--- src/rtl/johnson_pkg.sv ---
// Shared helpers for the Johnson counter phase tracker.
// Phase width and modular phase advance used by decode and top.
package johnson_pkg;

  function automatic int phase_width(input int n);
    return $clog2(2 * n);
  endfunction

  function automatic int jc_next_phase(input int p, input int n);
    return (p + 1) % (2 * n);
  endfunction

endpackage

--- src/rtl/johnson_decode.sv ---
// Combinational Johnson code to binary phase decoder.
// Flags any code outside the 2N legal patterns.
module johnson_decode
  import johnson_pkg::*;
#(
  parameter  int N  = 4,
  localparam int PW = phase_width(N)
) (
  input  logic [N-1:0]  i_jc,
  output logic [PW-1:0] o_phase,
  output logic          o_legal
);

  localparam logic [N-1:0] ONES = '1;

  logic [N-1:0] w_code;

  // Phases 0..N fill ones from the top; later phases drain them.
  always_comb begin
    o_phase = '0;
    o_legal = 1'b0;
    w_code  = '0;
    for (int p = 0; p < 2 * N; p++) begin
      if (p <= N) begin
        w_code = ~(ONES >> p);
      end else begin
        w_code = ONES >> (p - N);
      end
      if (i_jc == w_code) begin
        o_phase = PW'(p);
        o_legal = 1'b1;
      end
    end
  end

endmodule

--- src/rtl/johnson_phase_tracker.sv ---
// Monitors a Johnson counter: decodes phase, checks advance,
// and reports step/hold pulses plus illegal/skip errors.
module johnson_phase_tracker
  import johnson_pkg::*;
#(
  parameter  int N    = 4,
  parameter  int ERRW = 8,
  localparam int PW   = phase_width(N)
) (
  input  logic            clk,
  input  logic            rst,
  input  logic [N-1:0]    i_jc_in,
  input  logic            i_err_clr,
  output logic [PW-1:0]   o_phase,
  output logic [2*N-1:0]  o_phase_oh,
  output logic            o_legal,
  output logic            o_step,
  output logic            o_hold,
  output logic            o_err_illegal,
  output logic            o_err_skip,
  output logic            o_err_sticky,
  output logic [ERRW-1:0] o_err_cnt
);

  localparam logic [ERRW-1:0] CNT_MAX = '1;

  logic [PW-1:0]   w_dec_phase;
  logic            w_dec_legal;
  logic [PW-1:0]   w_nxt_phase;
  logic            w_step;
  logic            w_hold;
  logic            w_skip;
  logic            w_err;
  logic [ERRW-1:0] w_cnt_base;
  logic [ERRW-1:0] w_cnt_nxt;
  logic            w_sticky_nxt;
  logic [2*N-1:0]  w_oh;

  logic [PW-1:0]   r_phase;
  logic            r_legal;
  logic            r_primed;
  logic            r_step;
  logic            r_hold;
  logic            r_err_illegal;
  logic            r_err_skip;
  logic            r_err_sticky;
  logic [ERRW-1:0] r_err_cnt;

  johnson_decode #(.N(N)) u_decode (
    .i_jc    (i_jc_in),
    .o_phase (w_dec_phase),
    .o_legal (w_dec_legal)
  );

  // r_phase always holds the last legal phase, so it is the reference.
  assign w_nxt_phase = PW'(jc_next_phase(int'(r_phase), N));

  assign w_step = w_dec_legal & r_primed &
                  (w_dec_phase == w_nxt_phase);
  assign w_hold = w_dec_legal & r_primed &
                  (w_dec_phase == r_phase);
  assign w_skip = w_dec_legal & r_primed &
                  ~w_step & ~w_hold;
  assign w_err  = ~w_dec_legal | w_skip;

  // Clear first, then count this cycle's error.
  assign w_cnt_base = i_err_clr ? '0 : r_err_cnt;
  assign w_cnt_nxt  = (w_err && (w_cnt_base != CNT_MAX)) ?
                      w_cnt_base + 1'b1 : w_cnt_base;
  assign w_sticky_nxt = (~i_err_clr & r_err_sticky) | w_err;

  always_ff @(posedge clk) begin
    if (rst) begin
      r_phase       <= '0;
      r_legal       <= 1'b0;
      r_primed      <= 1'b0;
      r_step        <= 1'b0;
      r_hold        <= 1'b0;
      r_err_illegal <= 1'b0;
      r_err_skip    <= 1'b0;
      r_err_sticky  <= 1'b0;
      r_err_cnt     <= '0;
    end else begin
      if (w_dec_legal) begin
        r_phase <= w_dec_phase;
      end
      r_legal       <= w_dec_legal;
      r_primed      <= w_dec_legal;
      r_step        <= w_step;
      r_hold        <= w_hold;
      r_err_illegal <= ~w_dec_legal;
      r_err_skip    <= w_skip;
      r_err_sticky  <= w_sticky_nxt;
      r_err_cnt     <= w_cnt_nxt;
    end
  end

  always_comb begin
    w_oh          = '0;
    w_oh[r_phase] = r_legal;
  end

  assign o_phase       = r_phase;
  assign o_phase_oh    = w_oh;
  assign o_legal       = r_legal;
  assign o_step        = r_step;
  assign o_hold        = r_hold;
  assign o_err_illegal = r_err_illegal;
  assign o_err_skip    = r_err_skip;
  assign o_err_sticky  = r_err_sticky;
  assign o_err_cnt     = r_err_cnt;

endmodule

--- config.mk ---
export PLATFORM = sky130hd
export DESIGN_NAME = johnson_phase_tracker
export DESIGN_NICKNAME = d
export VERILOG_FILES = /design/src/rtl/johnson_pkg.sv /design/src/rtl/johnson_decode.sv /design/src/rtl/johnson_phase_tracker.sv
export SDC_FILE = /design/constraint.sdc
export NUM_CORES = 1
export LEC_CHECK = 0
export CORE_MARGIN = 10
export CORE_UTILIZATION = 40
export CTS_CLUSTER_SIZE = 14
export DETAILED_ROUTE_END_ITERATION = 10
export GPL_TIMING_DRIVEN = 1
export PLACE_DENSITY = 0.67
export SETUP_SLACK_MARGIN = 0.3
export SYNTH_ARGS = -nofsm -noshare
export SYNTH_HDL_FRONTEND = slang
export SYNTH_SLANG_ARGS = --single-unit
--- constraint.sdc ---
create_clock -name clk -period 5.6 [get_ports clk]
set_input_delay 1.12 -clock clk [delete_from_list [all_inputs] [get_ports clk]]
set_output_delay 1.12 -clock clk [all_outputs]
set_load 0.05 [all_outputs]
# [Yosys cells after proc, flatten, opt, wreduce, memory -nomap -nowiden]
# Index checks and enable logic that the tools add are counted.
[word_totals] inputBits=7 register_bits=17 output_inout_bits=25 wordCells=57
[classes] add_sub_neg=2 n_lt_le_gt_ge=2 n_eq_ne=10 mux=19 n_reduce_logical=3 n_bitwise=13
[ops] op="== test 4 bit (second input constant)" count=4
[ops] op="two-way mux 8 bit" count=2
[ops] op="two-way mux 3 bit" count=4
[ops] op="two-way mux 1 bit" count=10
[ops] op="adder 8 x 1 -> 8 bit (second input constant)" count=1
[ops] op="bitwise AND 8 bit" count=1
[ops] op="!= test 8 bit (second input constant)" count=1
[ops] op="bitwise AND 1 bit" count=6
[ops] op="== test 3 bit" count=2
[ops] op="== test 4 x 1 -> 1 bit (second input constant)" count=1
[ops] op="== test 4 x 2 -> 1 bit (second input constant)" count=1
[ops] op="== test 4 x 3 -> 1 bit (second input constant)" count=1
[ops] op="logical NOT 4 bit" count=1
[ops] op="less-than comparator 3 x 4 -> 1 bit (second input constant)" count=1
[ops] op="two-way mux 2 bit" count=2
[ops] op="NOT 1 bit" count=4
[ops] op="adder 3 x 1 -> 3 bit (second input constant)" count=1
[ops] op="demux 1 bit (select 3 bit)" count=1
[ops] op=">= comparator 3 x 1 -> 1 bit (second input constant)" count=1
[ops] op="logical AND 1 bit" count=2
[ops] op="bitwise OR 1 bit" count=2

# [Longest topological paths before layout]
# Gate-level depths: netlist of run 1.
[depth] word_depth=17 depth_mapped=9 mapped_depth_nobuf=7

# [Hierarchy]
# From an unflattened synthesis of run 1, not the netlist that was laid out.
[hier_totals] cells_unflattened=112 hier_area_um2=1009.7
[modules_own_cells] mod="johnson_phase_tracker" instances=1 seq_area_each_um2=340.3 area_per_inst_um2=923.4 cells_per_inst=101
[modules_own_cells] mod="johnson_decode" instances=1 seq_area_each_um2=0.0 area_per_inst_um2=86.3 cells_per_inst=11

# [Worst setup path before layout of run 1]
# OpenSTA, ideal clock, no wires.
[synth_timing] kind="reg-to-output" from="register r_phase[0] (netlist: o_phase[0])" to="output port o_phase_oh[1]" path_slack_ps=2289 t_arrival_ps=2191 path_buffers=2 path_stages_with_launch=5 path_cell_list="dfxtp_1 buf_6 buf_2 nand2_1 nor3_1"
[synth_between] elab_chain_cells=5 word_cells_on_any_way=6 classes_between="2 x order compare; 2 x mux; 1 x bitwise; 1 x reduce/logical"
[synth_rtl] element="from (decl)" line="johnson_phase_tracker.sv:39" text="logic [PW-1:0] r_phase;"
[synth_rtl] element="from (signal assigned)" line="johnson_phase_tracker.sv:85" text="r_phase <= w_dec_phase;"
[synth_rtl] element="less-than comparator 3 x 4 -> 1 bit (not written as such) / >= comparator 3 x 1 -> 1 bit (equally long branches)" line="johnson_phase_tracker.sv:100" text="w_oh[r_phase] = r_legal;"
[synth_rtl] element="logical AND 1 bit (not written as such)" line="johnson_phase_tracker.sv:100"
[synth_rtl] element="two-way mux 1 bit (not written as such)" line="johnson_phase_tracker.sv:100"
[synth_rtl] element="demux 1 bit (select 3 bit) (*)" line="johnson_phase_tracker.sv:100"
[synth_rtl] element="bitwise AND 8 bit (no source line) (*)"
[synth_rtl] element="to (decl)" line="johnson_phase_tracker.sv:15" text="output logic [2*N-1:0] o_phase_oh,"
# Mark *: on every way between the ends. The rest lies on a longest branch, timed or not.

# [Final worst setup path of run 1]
[layout_timing] from="input port i_jc_in[2]" to="register r_err_cnt[0] (netlist: o_err_cnt[0])"
[layout_between] elab_chain_cells=17 word_cells_on_any_way=36 classes_between="9 x eq/ne; 16 x mux; 9 x bitwise; 2 x reduce/logical"
[layout_rtl] element="from (decl)" line="johnson_phase_tracker.sv:12" text="input logic [N-1:0] i_jc_in,"
[layout_rtl] element="logical NOT 4 bit" line="johnson_decode.sv:29" text="if (i_jc == w_code) begin"
[layout_rtl] element="two-way mux 1 bit (8 in series)" line="johnson_decode.sv:29"
[layout_rtl] element="bitwise AND 1 bit" line="johnson_phase_tracker.sv:58, johnson_phase_tracker.sv:60, johnson_phase_tracker.sv:62"
[layout_rtl] element="bitwise AND 1 bit" line="johnson_phase_tracker.sv:58" text="assign w_step = w_dec_legal & r_primed &"
[layout_rtl] element="NOT 1 bit" line="johnson_phase_tracker.sv:63" text="~w_step & ~w_hold;"
[layout_rtl] element="bitwise AND 1 bit" line="johnson_phase_tracker.sv:62" text="assign w_skip = w_dec_legal & r_primed &"
[layout_rtl] element="bitwise AND 1 bit" line="johnson_phase_tracker.sv:63"
[layout_rtl] element="bitwise OR 1 bit (*)" line="johnson_phase_tracker.sv:64" text="assign w_err = ~w_dec_legal | w_skip;"
[layout_rtl] element="logical AND 1 bit (*)" line="johnson_phase_tracker.sv:68" text="assign w_cnt_nxt = (w_err && (w_cnt_base != CNT_MAX)) ?"
[layout_rtl] element="two-way mux 8 bit (*)" line="johnson_phase_tracker.sv:68"
[layout_rtl] element="to (signal assigned)" line="johnson_phase_tracker.sv:94" text="r_err_cnt <= w_cnt_nxt;"
[layout_rtl] element="to (decl)" line="johnson_phase_tracker.sv:47" text="logic [ERRW-1:0] r_err_cnt;"
# Marked as above.
# A chain may end at the register's enable or synchronous reset.

==> results of run 1 <==
[power by group through the flow]
stage | Combinational (mW) | Sequential [mW] | Clock [mW]
6_report | 0.109 | 0.137 | 0.0640
5_1_grt | 0.117 | 0.139 | 0.0731
4_1_cts | 0.109 | 0.137 | 0.0660
3_5_place_dp | 0.108 | 0.140 | 0
3_3_place_gp | 0.106 | 0.140 | 0
2_1_floorplan | 0.0672 | 0.154 | 0
[sequential cells by signal, summed over array words and instances, names as in the netlist]
register,flops
o_err_cnt,8
o_phase,3
o_err_illegal,1
o_err_skip,1
o_err_sticky,1
o_hold,1
o_step,1
r_primed,1
[cell usage after synthesis (3+ instances only)]
master    instances  area (sq um)
nor2_1           18         67.56
dfxtp_1          17         340.3
nand2_1          14         52.55
o21ai_0           8         40.04
buf_2             7         35.03
nand2b_1          7         43.79
mux2i_1           6         60.06
a21oi_1           5         25.02
a31oi_1           5         31.28
nand3_1           5         25.02
nor2b_1           5         31.28
nor3_1            5         25.02
inv_1             4         15.01
o211ai_1          4         30.03
a211oi_1          3         22.52
a21o_1            3         22.52
and4_1            3         26.28
buf_6             3         33.78
clkbuf_1          3         11.26
[path summary, 6_finish.rpt]
check,startpoint,end,slack [ns],cells after the start
worst min-delay path,o_err_sticky,o_err_sticky,0.52,2
worst max register to register,o_phase[0],o_err_cnt[0],2.79,7
worst max-delay path,i_jc_in[2],o_err_cnt[0],2.14,7
worst min register to register,o_err_sticky,o_err_sticky,0.52,2
[worst max-delay path, stage by stage]
cell and delay [ns]:
clkdlybuf4s50_1 0.74, or4b_1 0.60, a31oi_1 0.19, o32ai_2 0.14, a211oi_2 0.32, or3_4 0.20
mux2_1 0.32
[cell type report]
cell class	count	area (sq um)	share of cell area [%]
Timing Repair Buffer	31	310.3	18.95
Inverter	4	15.01	0.9167
Clock inverter	1	5.005	0.3056
Multi-Input combinational cell	131	889.6	54.32
Clock buffer	3	22.52	1.375
Sequential cell	17	340.3	20.78
Tap cell	44	55.05	3.361
[per-stage QoR]
stage | hold WS [ns] | utilization [%] | instances | power (mW)
2_1_floorplan | 0.6972 | - | 167 | 0.2215
3_3_place_gp | 0.4925 | 51.48 | 227 | 0.2459
3_5_place_dp | 0.5025 | 51.48 | 227 | 0.2479
4_1_cts | 0.5178 | 52.36 | 231 | 0.3118
5_1_grt | 0.5536 | 52.36 | 231 | 0.3292
6_report | 0.5210 | 52.36 | 231 | 0.3096
[kinds of logic (layout without fill, tap and decap cells)]
| kind of cell | count (synthesis) | after routing |
|---|---|---|
| flip-flops | 17 | 17 |
| multiplexers | 8 | 8 |
| XOR/XNOR | 2 | 2 |
| AND/OR/NAND/NOR | 80 | 80 |
| AO/OA/AOI/OAI | 39 | 39 |
| adder cells (fa/ha/maj) | 2 | 2 |
| buffers and inverters | 19 | 39 |
[metal layers]
| metal | track usage [%] | vias up | share of wire (%) |
|---|---|---|---|
| li1 | - | 664 | - |
| met1 | 13.25 | 616 | 43 |
| met2 | 19.73 | 37 | 51 |
| met3 | 1.843 | 2 | 4.9 |
| met4 | 3.832 | 0 | 0.99 |
| met5 | 0 | - | 0 |
==> metrics.cfg, run 1 <==
[clock_tree]
clockBufferDepth=2
h-tree-depth=1
post-cts-setup-buffers=0
hold_buffers=0
post_cts_resized=0
worstSkewPairLatency_ns=0.28
cts_root_buf=clkbuf_4
path_clk_slew_ns=0.10
tritoncts=yes
cts_buffers=3
cts_sinks=17

[yosys]
ys_types=54
yosys_warnings=0
synth_ff_type=dfxtp_1
synth_compound_area_share_pct=22.00
synth_top_family_by_area=simple AND/OR/NAND/NOR gates
muxShareOfSynthArea_pct=6.180
synthAdderAreaFrac_pct=1.873
yosysSeqAreaShare_pct=25.47
synth_area_sq_mm=0.001336
async_flop_share_pct=0
ys_ff_latch=17
syn_area_per_cell_sq_um=8.002
synth_cells=167
yosys.area_share.xor_xnor_pct=1.311
synth_edf_count=0
synthSimpleGateAreaFrac_pct=35.21
syn_nets=176

[timing]
drv_slew=0
rsz0062_at_grt=no
min_period_ns=3.460
setup_violations=0
layout_worst_path_cycle_share_pct=61.79
skew_ns=0.001886
tns_ns=0
setup_slack_ns=2.140
finalHoldViolCount=0
fmax_mhz=289.0
tightestPinTransition_ns=0.6777
relSlewSlack_pct=54.68

[power]
leakagePower_nw=0.6177
pwr-share-clk_pct=20.7
combPwrFrac_pct=35.1
ir_worst_vdd_v=0.00007138
p_int_mw=0.1947
switching_share_pct=37.10
seq_power_share_pct=44.2
power.switching_mw=0.1149
p_per_area_mw_per_mm2=189.0

[grt]
grtUsageTotal_pct=11.18
antenna_found_initial=0
grt_pass1_vias=1219
grt_max_degree=22
grt_remaining_overflow=0
grt_pass1_wl_um=5816

[setup_path]
startpoint_type=input port
worst-path-max-fanout=21
required_ns=5.78
crit_type=input port to register
critPathCaptureType=register
arrival_ns=3.64

[drt]
drt_wl_total_um=3451
vias=1319
drt_iter0_markers=38
post_drt_wl_per_cell_um=14.94
drc=0
drtPass1Iterations=4
viasPerCell=5.710
postRouteAntennaNets=0

[finish]
antenna_cells=0
stdcell_area_sq_mm=0.001638
syn_to_final_growth_pct=22.57
drive_gt1_share_pct=7.487
final.fill_count=300
fin_nets=197
final_cell_mix=clkdlybuf4s50_1 (31), nor2_1 (18), dfxtp_1 (17)
layout_commonest_cell=clkdlybuf4s50_1

[place]
dpl_cell_area_sq_mm=0.001610
port_buffers=31
dp_slack_ns=1.887
gp_congestion=0.8162
hpwl_um=2545

[die]
core_sq_mm=0.003128
die_h_um=77.80
die_w_um=77.80
placementRows=20
ios=32
initial_core_util_pct=42.72
dieArea_sq_mm=0.006053

[status]
status=finished clean

[run]
drv_cap=0

[worst_hold_path]
holdCritPathClass=register to register

Note: power is estimated with default switching activity, not from simulation.
==> run 2: changes to the inputs <==
==> constraint.sdc (replaced) <==
create_clock -name clk -period 3.33 [get_ports clk]
set_input_delay 0.666 -clock clk [delete_from_list [all_inputs] [get_ports clk]]
set_output_delay 0.666 -clock clk [all_outputs]
set_load 0.05 [all_outputs]
==> run 2 against run 1 <==
Sequential share of layout area down 0.65 points. Setup slack worse by 1.7 ns. Largest power group unchanged. Critical path type unchanged. Highest routed layer unchanged. Register-to-register slack worse by 2.0 ns. Largest cell class unchanged. Clock skew down 0.00065 ns. Final area up 3.2%.
==> metrics.cfg, run 2 (same netlist as run 1, synthesis figures left out) <==
[status]
status=finished clean

[die]
die_h_um=77.80  ; unchanged
die_w_um=77.80  ; unchanged
core_sq_mm=0.003128  ; unchanged
ios=32  ; unchanged
initial_core_util_pct=42.72  ; unchanged
placementRows=20  ; unchanged
dieArea_sq_mm=0.006053  ; unchanged

[setup_path]
r2r_slack_ns=0.76  ; -2.03 ns
required_ns=3.52  ; -2.26 ns
critPathCaptureType=register
arrival_ns=3.03  ; -0.61 ns
startpoint_type=input port
worst-path-max-fanout=19  ; -9.5%
crit_type=input port to register

[power]
power_mw=0.5319  ; +72%
p_per_area_mw_per_mm2=314.7  ; +66%
leakagePower_nw=0.6564  ; +6.3%
ir_worst_vdd_v=0.0001341  ; +88%

[finish]
final.fill_count=317  ; +5.7%
drive_gt1_share_pct=10.88  ; +3.4 points
layout_commonest_cell=clkdlybuf4s50_1
fin_nets=203  ; +3.0%
syn_to_final_growth_pct=26.50
final_cell_mix=clkdlybuf4s50_1 (30), nor2_1 (18), dfxtp_1 (17)
antenna_cells=0  ; unchanged
largest_reg_flops=8  ; unchanged

[run]
drv_cap=0  ; unchanged

[clock_tree]
cts_sinks=17  ; unchanged
cts_root_buf=clkbuf_4
clockBufferDepth=2  ; unchanged
path_clk_slew_ns=0.10  ; about the same
cts_buffers=3  ; unchanged
worstSkewPairLatency_ns=0.29  ; about the same
post-cts-setup-buffers=0  ; unchanged
hold_buffers=0  ; unchanged
tritoncts=yes
h-tree-depth=1  ; unchanged

[grt]
grt_max_degree=22  ; unchanged
antenna_found_initial=0  ; unchanged
grt_pass1_wl_um=5975  ; +2.7%
grt_remaining_overflow=0  ; unchanged
grtUsageTotal_pct=11.50  ; +0.33 points
grt_pass1_vias=1248  ; +2.4%

[timing]
relSlewSlack_pct=53.22  ; -1.5 points
drv_slew=0  ; unchanged
skew_ns=0.001241  ; -0.0006457 ns
tns_ns=0  ; unchanged
tightestPinTransition_ns=0.6996  ; +0.02191 ns
rsz0062_at_grt=no
layout_worst_path_cycle_share_pct=85.34
finalHoldViolCount=0  ; unchanged
fmax_mhz=351.9
setup_violations=0  ; unchanged
min_period_ns=2.842

[place]
hpwl_um=2804  ; +10%
gp_congestion=0.8542  ; +4.7%
port_buffers=31  ; unchanged

[worst_hold_path]
holdCritPathClass=register to register

[drt]
postRouteAntennaNets=0  ; unchanged
post_drt_wl_per_cell_um=15.24  ; +2.0%
drt_iter0_markers=66  ; +74%
vias=1350  ; +2.4%
viasPerCell=5.696  ; -0.24%
drt_wl_total_um=3612  ; +4.7%
drc=0  ; unchanged
drtPass1Iterations=4  ; unchanged

run 2: changes by cell type in the layout (fill, tap and decap cells not counted), sizes merged:
cell	before	now
buf	0	6
clkdlybuf4s50	31	30
dlymetal6s2s	0	1
run 2: report_power, final:
| group | total (mW) | switching (mW) | leakage (nW) | internal, mW |
|---|---|---|---|---|
| clock | 0.112 | 0.0674 | 0.0177 | 0.0447 |
| combinational | 0.192 | 0.117 | 0.500 | 0.0749 |
| sequential | 0.228 | 0.0150 | 0.139 | 0.213 |
| total | 0.532 | 0.199 | 0.656 | 0.333 |
run 2: repair_timing:
| action | 4_1_cts | 5_1_grt |
|---|---|---|
| endpoints found under the setup margin | 0 | 2 |
| hold endpoints to repair | 0 | 0 |
| gates resized for setup | 0 | 2 |
run 2: cell type report:
cell class / instances / area, sq um / share of cell area, %
well taps: 44 / 55.05 / 3.257
clock buffers: 3 / 22.52 / 1.332
clock inverters: 1 / 5.005 / 0.2961
inverters: 4 / 15.01 / 0.8882
repair buffers: 37 / 357.8 / 21.17
flip-flops and latches: 17 / 340.3 / 20.13
multi-input cells: 131 / 894.6 / 52.92
run 2: final timing paths:
path / startpoint / endpoint / cells after the start
setup reg to reg: o_phase[1] / o_err_cnt[0] / 7
setup / recovery: i_jc_in[2] / o_err_cnt[0] / 7
hold / removal: o_err_cnt[7] / o_err_cnt[7] / 2
hold reg to reg: o_err_cnt[7] / o_err_cnt[7] / 2
run 2: routing by layer:
layer  GRT usage (%)  vias to the layer above  wire length [um]
met3           1.843                        2               128
met2           20.40                       26              1879
met4           4.927                        0                36
met5               0                        -                 0
li1                -                      672                 -
met1           13.24                      650              1568
run 2: critical path, stage by stage:
cell and delay [ns]:
clkdlybuf4s50_1 0.69, or4b_1 0.59, a31oi_1 0.18, o32ai_2 0.12, a211oi_2 0.29, or3_4 0.18, mux2_1 0.30
run 2: per-stage QoR:
step           instances  setup WS [ns]  util (%)  hold slack (ns)  area, sq um
2_1_floorplan        167         0.4727         -           0.6972         1336
5_1_grt              237         0.3198     54.04           0.5616         1690
6_report             237         0.4883     54.04           0.5187         1690
4_1_cts              237         0.4294     53.80           0.5213         1683
3_3_place_gp         233         0.1949     52.92           0.4914         1655
3_5_place_dp         233         0.1076     52.92           0.5062         1655
==> run 3: changes to the inputs <==
--- a/config.mk
+++ b/config.mk
@@ -5,12 +5,14 @@
 export SDC_FILE = /design/constraint.sdc
 export NUM_CORES = 1
 export LEC_CHECK = 0
+export CORE_ASPECT_RATIO = 1.25
 export CORE_MARGIN = 10
 export CORE_UTILIZATION = 40
 export CTS_CLUSTER_SIZE = 14
 export DETAILED_ROUTE_END_ITERATION = 10
 export GPL_TIMING_DRIVEN = 1
 export PLACE_DENSITY = 0.67
+export REMOVE_ABC_BUFFERS = 1
 export SETUP_SLACK_MARGIN = 0.3
 export SYNTH_ARGS = -nofsm -noshare
 export SYNTH_HDL_FRONTEND = slang
==> run 3 against run 2 <==
Clock-buffer cell count stayed put. Sequential power hardly changed. Final area is 0.59% higher. Worst hold slack worse by 0.0043 ns. Register-to-register slack worse by 0.12 ns. Largest cell class unchanged. Largest power group unchanged.
==> metrics.cfg, run 3 (same netlist as run 1, synthesis figures left out) <==
[status]
status=finished clean

[die]
die_h_um=84.62  ; +8.8%
placementRows=23  ; +15%
core_sq_mm=0.003223  ; +3.0%
initial_core_util_pct=41.46  ; -1.3 points
dieArea_sq_mm=0.006067  ; +0.23%
die_w_um=71.70  ; -7.8%
ios=32  ; unchanged

[run]
drv_cap=0  ; unchanged

[worst_hold_path]
hold_depth=2  ; unchanged
holdCritPathClass=register to register
hp-start=o_err_cnt[1]

[timing]
tns_ns=0  ; unchanged
min_period_ns=2.875  ; +0.03295 ns
whs_ns=0.5145  ; -0.004287 ns
tightestPinTransition_ns=0.6838  ; -0.01575 ns
relSlewSlack_pct=54.27  ; +1.1 points
rsz0062_at_grt=no
drv_slew=0  ; unchanged
finalHoldViolCount=0  ; unchanged
fmax_mhz=347.9  ; -1.1%
skew_ns=0.007403  ; +0.006163 ns
layout_worst_path_cycle_share_pct=86.33  ; +0.99 points
setup_slack_ns=0.4553  ; -0.03295 ns
setup_violations=0  ; unchanged

[clock_tree]
hold_buffers=0  ; unchanged
worstSkewPairLatency_ns=0.26  ; -0.03 ns
post-cts-setup-buffers=0  ; unchanged
cts_root_buf=clkbuf_8
clockBufferDepth=2  ; unchanged
tritoncts=yes
cts_sinks=17  ; unchanged
post_cts_resized=0  ; unchanged
cts_buffers=3  ; unchanged
h-tree-depth=1  ; unchanged
path_clk_slew_ns=0.06  ; -0.04 ns

[drt]
viasPerCell=5.983  ; +5.0%
drc=0  ; unchanged
routed-wl-met2_um=1947  ; +3.6%
drtPass1Iterations=4  ; unchanged
dr.max_layer_used=met4
drt_wl_total_um=3775  ; +4.5%
postRouteAntennaNets=0  ; unchanged
vias=1382  ; +2.4%
post_drt_wl_per_cell_um=16.34  ; +7.2%
wl_met1_um=1506  ; -4.0%
wl_met3_um=235  ; +84%
drt_iter0_markers=89  ; +35%

[setup_path]
startpoint_type=input port
arrival_ns=3.01  ; -0.02 ns
worst-path-max-fanout=9  ; -10
critPathCaptureType=register
worstReg2RegStart=o_phase[0]
crit_start=i_jc_in[1]
crit_type=input port to register
ff2ff_path_depth=7  ; unchanged
required_ns=3.46  ; -0.06 ns

[finish]
largest_reg_flops=8  ; unchanged
fin_nets=204  ; +0.49%
fin_util_pct=52.76  ; -1.3 points
antenna_cells=0  ; unchanged
layout_commonest_cell=clkdlybuf4s50_1
final_cell_mix=clkdlybuf4s50_1 (31), nor2_1 (18), dfxtp_1 (17)
drive_gt1_share_pct=10.82  ; -0.056 points
syn_to_final_growth_pct=27.25

[power]
ir_worst_vdd_v=0.0002711  ; +100%
p_per_area_mw_per_mm2=339.9  ; +8.0%
leakagePower_nw=0.6595  ; +0.47%
power_mw=0.5780  ; +8.7%

[place]
dp_slack_ns=0.2059  ; +0.09832 ns
port_buffers=31  ; unchanged
gp_congestion=0.8626  ; +0.98%
hpwl_um=2922  ; +4.2%

[grt]
grt_remaining_overflow=0  ; unchanged
grt_pass1_vias=1335  ; +7.0%
antenna_found_initial=0  ; unchanged
grt_max_degree=22  ; unchanged
grt_pass1_wl_um=6168  ; +3.2%
grtUsageTotal_pct=11.94  ; +0.43 points

[run 3: layout make-up]
cell class / count / area (sq um)
sequential: 17 / 340.3
clock buffer: 3 / 41.29
fill: 326 / 1523
timing repair buffer: 38 / 362.8
tap: 37 / 46.29
multi-input combinational: 131 / 889.6
clock inverter: 1 / 5.005
inverter: 4 / 15.01
[run 3: per-layer routing]
metal	track usage, %	vias to the layer above
li1	-	673
met1	12.10	661
met2	21.38	40
met3	3.298	8
met4	6.173	0
met5	0	-
[run 3: through the flow]
| stage | instance area (sq um) | instances |
|---|---|---|
| final | 1700 | 231 |
| after global routing | 1700 | 231 |
| after CTS | 1700 | 231 |
| after detailed placement | 1654 | 227 |
| after global placement | 1654 | 227 |
| after floorplan | 1245 | 152 |
[run 3: path summary, 6_finish.rpt]
check | to | slack [ns]
setup reg to reg | o_err_cnt[0] | 0.64
hold reg to reg | o_err_cnt[1] | 0.51
hold / removal | o_err_cnt[1] | 0.51
setup / recovery | o_err_cnt[0] | 0.46
[run 3: worst max-delay path, stage by stage]
cell and delay [ns]:
clkdlybuf4s50_1 0.52, buf_4 0.21, or4b_1 0.51, o221ai_1 0.09, a21boi_1 0.10, nor3_1 0.37, or3_4 0.22, mux2_1 0.32
[run 3: report_power, final]
group	switching, mW	internal [mW]	total (mW)
logic	0.118	0.0756	0.193
registers	0.0154	0.213	0.229
clock network	0.0729	0.0831	0.156
total	0.206	0.372	0.578
